$ cat src/rtl/reg_file_sb.sv
// reg_file_sb
// Register file for the pipelined MIPS datapath. It has two combinational read
// ports and one clocked write port. A per-register busy bit marks every
// register whose producer has issued but not yet written back, so decode can
// detect RAW hazards straight from the read addresses.
//
// Parameters
//   DATA_W    register width
//   ADDR_W    address width, depth = 2**ADDR_W
//   ZERO_REG  1: r0 reads as 0 and ignores writes and issues
//   BYPASS    1: a write in the current cycle is forwarded to matching read ports
//
// Ports
//   clk, rst_n          clock, async active-low reset
//   RA1/RA2 -> DR1/DR2  read address -> read data (combinational)
//   WA, Din, RegWrite   write port; RegWrite also clears busy[WA]
//   IssueValid, IssueWA marks IssueWA busy (in-flight producer)
//   Flush               clears all busy bits; data is kept
//   Busy1/Busy2         RA1/RA2 has a pending producer
//   PendingCount        number of busy registers (registered)
module reg_file_sb #(
   parameter int DATA_W   = 32,
   parameter int ADDR_W   = 5,
   parameter int ZERO_REG = 1,
   parameter int BYPASS   = 1
) (
   input  logic              clk,
   input  logic              rst_n,
   input  logic [ADDR_W-1:0] RA1,
   input  logic [ADDR_W-1:0] RA2,
   output logic [DATA_W-1:0] DR1,
   output logic [DATA_W-1:0] DR2,
   input  logic [ADDR_W-1:0] WA,
   input  logic [DATA_W-1:0] Din,
   input  logic              RegWrite,
   input  logic              IssueValid,
   input  logic [ADDR_W-1:0] IssueWA,
   input  logic              Flush,
   output logic              Busy1,
   output logic              Busy2,
   output logic [ADDR_W:0]   PendingCount
);

   localparam int DEPTH = 2**ADDR_W;

   logic [DATA_W-1:0] regs [DEPTH];
   logic [DEPTH-1:0]  busy;
   logic [DEPTH-1:0]  busy_nxt;
   logic [ADDR_W:0]   cnt_nxt;
   logic              wr_en;

   assign wr_en = RegWrite && !((ZERO_REG != 0) && (WA == '0));

   // Later assignments win: flush over issue over write-back clear. An issue
   // and a write-back to the same register in one cycle leave it busy because
   // the issuing instruction is the newer producer.
   always_comb begin
      busy_nxt = busy;
      cnt_nxt  = '0;
      for (int i = 0; i < DEPTH; i++) begin
         if (RegWrite && (WA == ADDR_W'(i)))
            busy_nxt[i] = 1'b0;
         if (IssueValid && (IssueWA == ADDR_W'(i)) && !((ZERO_REG != 0) && (i == 0)))
            busy_nxt[i] = 1'b1;
         if (Flush)
            busy_nxt[i] = 1'b0;
      end
      for (int i = 0; i < DEPTH; i++)
         cnt_nxt = cnt_nxt + (ADDR_W+1)'(busy_nxt[i]);
   end

   // The count is registered from the next-state vector so that it changes on
   // the same edge as the busy bits it summarises.
   always_ff @(posedge clk or negedge rst_n) begin
      if (!rst_n) begin
         for (int i = 0; i < DEPTH; i++)
            regs[i] <= '0;
         busy         <= '0;
         PendingCount <= '0;
      end else begin
         if (wr_en)
            regs[WA] <= Din;
         busy         <= busy_nxt;
         PendingCount <= cnt_nxt;
      end
   end

   // The r0 override is applied last so that it also wins over the bypass.
   always_comb begin
      DR1   = regs[RA1];
      Busy1 = busy[RA1];
      if ((BYPASS != 0) && RegWrite && (WA == RA1)) begin
         DR1   = Din;
         Busy1 = 1'b0;
      end
      if ((ZERO_REG != 0) && (RA1 == '0)) begin
         DR1   = '0;
         Busy1 = 1'b0;
      end
   end

   always_comb begin
      DR2   = regs[RA2];
      Busy2 = busy[RA2];
      if ((BYPASS != 0) && RegWrite && (WA == RA2)) begin
         DR2   = Din;
         Busy2 = 1'b0;
      end
      if ((ZERO_REG != 0) && (RA2 == '0)) begin
         DR2   = '0;
         Busy2 = 1'b0;
      end
   end

endmodule

$ cat config.mk
export PLATFORM = sky130hd
export DESIGN_NAME = reg_file_sb
export DESIGN_NICKNAME = d
export VERILOG_FILES = /design/src/rtl/reg_file_sb.sv
export SDC_FILE = /design/constraint.sdc
export NUM_CORES = 2
export LEC_CHECK = 0
export BUFFER_PORTS_ARGS = -buffer_cell sky130_fd_sc_hd__buf_2
export CORE_AREA = 2 2 485 487
export DETAILED_ROUTE_END_ITERATION = 16
export DIE_AREA = 0 0 487 489
export PLACE_DENSITY = 0.48
export SYNTH_ARGS = -nofsm -noshare
export SYNTH_HDL_FRONTEND = slang
export SYNTH_SLANG_ARGS = --single-unit
$ cat constraint.sdc
create_clock -name clk -period 12 [get_ports clk]
set_input_delay 0.6 -clock clk [delete_from_list [all_inputs] [get_ports clk]]
set_output_delay 0.6 -clock clk [all_outputs]
set_load 0.01 [all_outputs]
==> results.yml <==
synth:
  synth_seq_cells: 1062
  netlist_instances: 4080
  yosys.area.top_type: "dfrtp_1"
  synth_top_area_share_pct: 45.8
  netlist_area_um2: 58000
  synth.top_cells.by_area: "dfrtp_1 46%, mux2_2 19%, mux4_2 17%"
  syn_avg_cell_area_um2: 14.2
  synth_common_cells: "1062 x dfrtp_1, 976 x mux2_2, 431 x mux4_2"
  synth_nets: 4168
  ys_seq_area_share_pct: 45.8
  ys.warnings.count: 0
  ys_types: 66
  synth_edf_count: 0
  synthMostInstantiatedCell: "dfrtp_1"
  ys.flop_type: "dfrtp_1"
  ys_async_sr_fraction_pct: 100
power:
  p_sw_share_pct: 28.7
  finalPower_mw: 10.5
  power_frac_clock_pct: 34.6
  peakVddDrop_mv: 0.138
  power_switching_mw: 3.01
  seqPwrFrac_pct: 45.0
  p_per_area_nw_per_um2: 161
  p_leak_nw: 27.8
  intPower_mw: 7.48
  p_comb_share_pct: 20.4
setup_path:
  endpoint: "PendingCount[4]"
  arrival_ns: 7.19
  cp.required_ns: 12.66
  r2r_setup_slack_ns: 6.96
  path_cells: "buf_2 > nor3b_1 > nand2_4 > nand2_1 > a21o_1 > fa_1 > fa_1 > fa_1 > fa_1 > fa_1 > inv_1 > fa_1 > ha_1 > fa_1 > a21o_1 > a21oi_1 > xnor2_1"
  crit_fanout: 34
  max_stage_delay_ns: 0.95
  r2r_start: "busy[0]"
  critPathSlowestCell: "nor3b_1"
  cpMostUsedCell: "fa_1"
  path_class: "in -> reg"
  cp-start-kind: "primary input"
  end_kind: "flip-flop"
  r2r-end: "PendingCount[4]"
  reg2reg_depth: 15
  crit_start: "WA[4]"
detailed_routing:
  viasPerCell: 5.35
  avgRoutedWirePerCell_um: 30.5
  drc: 0
  routed_wirelength_um: 217000
  dr_total_vias: 38132
  drtIter0Drc: 3225
  ant_nets: 0
  firstDrtPassIters: 5
global_routing:
  overflow: 0
  grt_pass1_wl_um: 308000
  grt_start_max_net_pins: 175
  grt.total_usage_pct: 18.0
  grt_pass1_vias: 38897
  antenna_found_initial: 34
placement:
  postPlaceCellArea_um2: 61500
  gp_congestion: 0.796
  dp.final_hpwl_um: 124000
  port_buffers: 128
floorplanning:
  start_util_pct: 24.8
  die_w_um: 487
  core-area_um2: 234000
  dieArea_um2: 238000
  rows: 178
  die_h_um: 489
  io_pins: 129
clocking:
  clockBufferDepth: 3
  htreeDepth: 3
  insertion_delay_ns: 0.77
  cts_inserted_buffers: 114
  path_clk_slew_ns: 0.06
  cts_root_buf: "clkbuf_16"
  clock-sinks: 1062
  cts_tree: "built"
  post_cts_buffers: 0
sta:
  slew_headroom_pct: 17.5
  fmax_mhz: 153
  worst_pin_slew_ns: 1.23
  period_share_pct: 54.4
  fin_crit_ns: 6.53
  setup_violations: 0
  tns_ns: 0
  finClkSkew_ns: 0.0253
  rsz0062_at_grt: "no"
  hold_viol: 0
  slew_violations: 0
run:
  maxCapViolCount: 0
run_status:
  run_status: "finished, final reports clean"
layout:
  num-fill-cells: 23683
  syn_to_final_growth_pct: 12.4
  seq_area_um2: 26600
  design_area_um2: 65200
  drive_above_1_share_pct: 45.9
  multi_input_area_um2: 29500
  final_nets: 4054
worst_hold_path:
  min_from: "Din[18]"
  hp-class: "in -> reg"
==> registers in the layout (all words and copies together), names as in the netlist <==
name          count
PendingCount      6
busy             32
regs           1024
==> timing repair <==
action | 4_1_cts | 5_1_grt
hold buffers | 1 | 0
gates resized for setup | 0 | 0
hold endpoints to repair | 75 | 0
==> area by class of cell <==
| type | instances | area share (%) |
|---|---|---|
| multi-input cells | 2529 | 45.2 |
| flip-flops and latches | 1062 | 40.7 |
| well taps | 3060 | 5.87 |
| clock buffers | 171 | 5.24 |
| repair buffers | 220 | 2.27 |
| clock inverters | 34 | 0.481 |
| inverters | 39 | 0.230 |
| diodes | 7 | 0.0268 |
==> layout by cell type (no fill, tap or decap), types with 32 or more instances in the layout <==
| cell | n |
|---|---|
| mux2_2 | 976 |
| a22o_1 | 35 |
| a22oi_1 | 74 |
| o22ai_1 | 62 |
| nor2_1 | 44 |
| mux2i_1 | 247 |
| o21ai_0 | 60 |
| a211oi_1 | 32 |
| mux4_2 | 431 |
| nand3_1 | 40 |
| buf_4 | 86 |
| o211ai_1 | 45 |
| inv_1 | 36 |
| nand2_1 | 80 |
| buf_2 | 120 |
| dfrtp_1 | 1062 |
| a221oi_1 | 44 |
| clkbuf_16 | 116 |
==> logic make-up after synthesis <==
group | after synthesis | synth area share, %
muxes | 1675 | 40.3
DFF | 1062 | 45.8
buffers and inverters | 489 | 3.99
adders and majority gates | 31 | 0.979
and+or+nand+nor | 323 | 2.75
xor gates and xnor gates | 13 | 0.196
AOI/OAI and AO/OA | 487 | 5.98
==> critical path: cells and delay by family <==
family,cells,cell delay (ns)
AOI/OAI and AO/OA,3,0.55
xor gates and xnor gates,1,0.16
adders and majority gates,8,3.51
buffers and inverters,2,0.24
and+or+nand+nor,3,2.11
==> power groups by stage <==
stage	clock [mW]	combinational, mW	sequential (mW)
after floorplan	0	1.59	4.60
after global placement	0	2.12	4.74
after detailed placement	0	2.15	4.77
after CTS	3.70	2.16	4.70
after global routing	3.85	2.29	4.80
final	3.63	2.14	4.72
==> how the worst min path moves through the flow <==
stage,endpoint,cells past startpoint
after floorplan,PendingCount[0],0
after global placement,regs[998],0
after detailed placement,regs[1001],0
after CTS,regs[114],2
after global routing,busy[17],4
final,regs[114],2
==> metrics by stage <==
stage	std cells	setup slack [ns]	util, %	hold slack [ns]
global placement	6909	4.88	26.3	0.378
global route	7119	5.25	27.9	0.369
finish	7122	5.47	27.9	0.353
CTS	7115	5.49	27.9	0.295
floorplan	4080	6.06	-	0.304
detailed placement	6909	4.76	26.3	0.383
==> routing by layer <==
metal | GRT usage, % | routed length (um)
met5 | 0 | 40
met3 | 3.21 | 12400
met1 | 24.5 | 95600
met4 | 5.46 | 7350
met2 | 29.1 | 102000
Power figures use the tool's default switching activity.
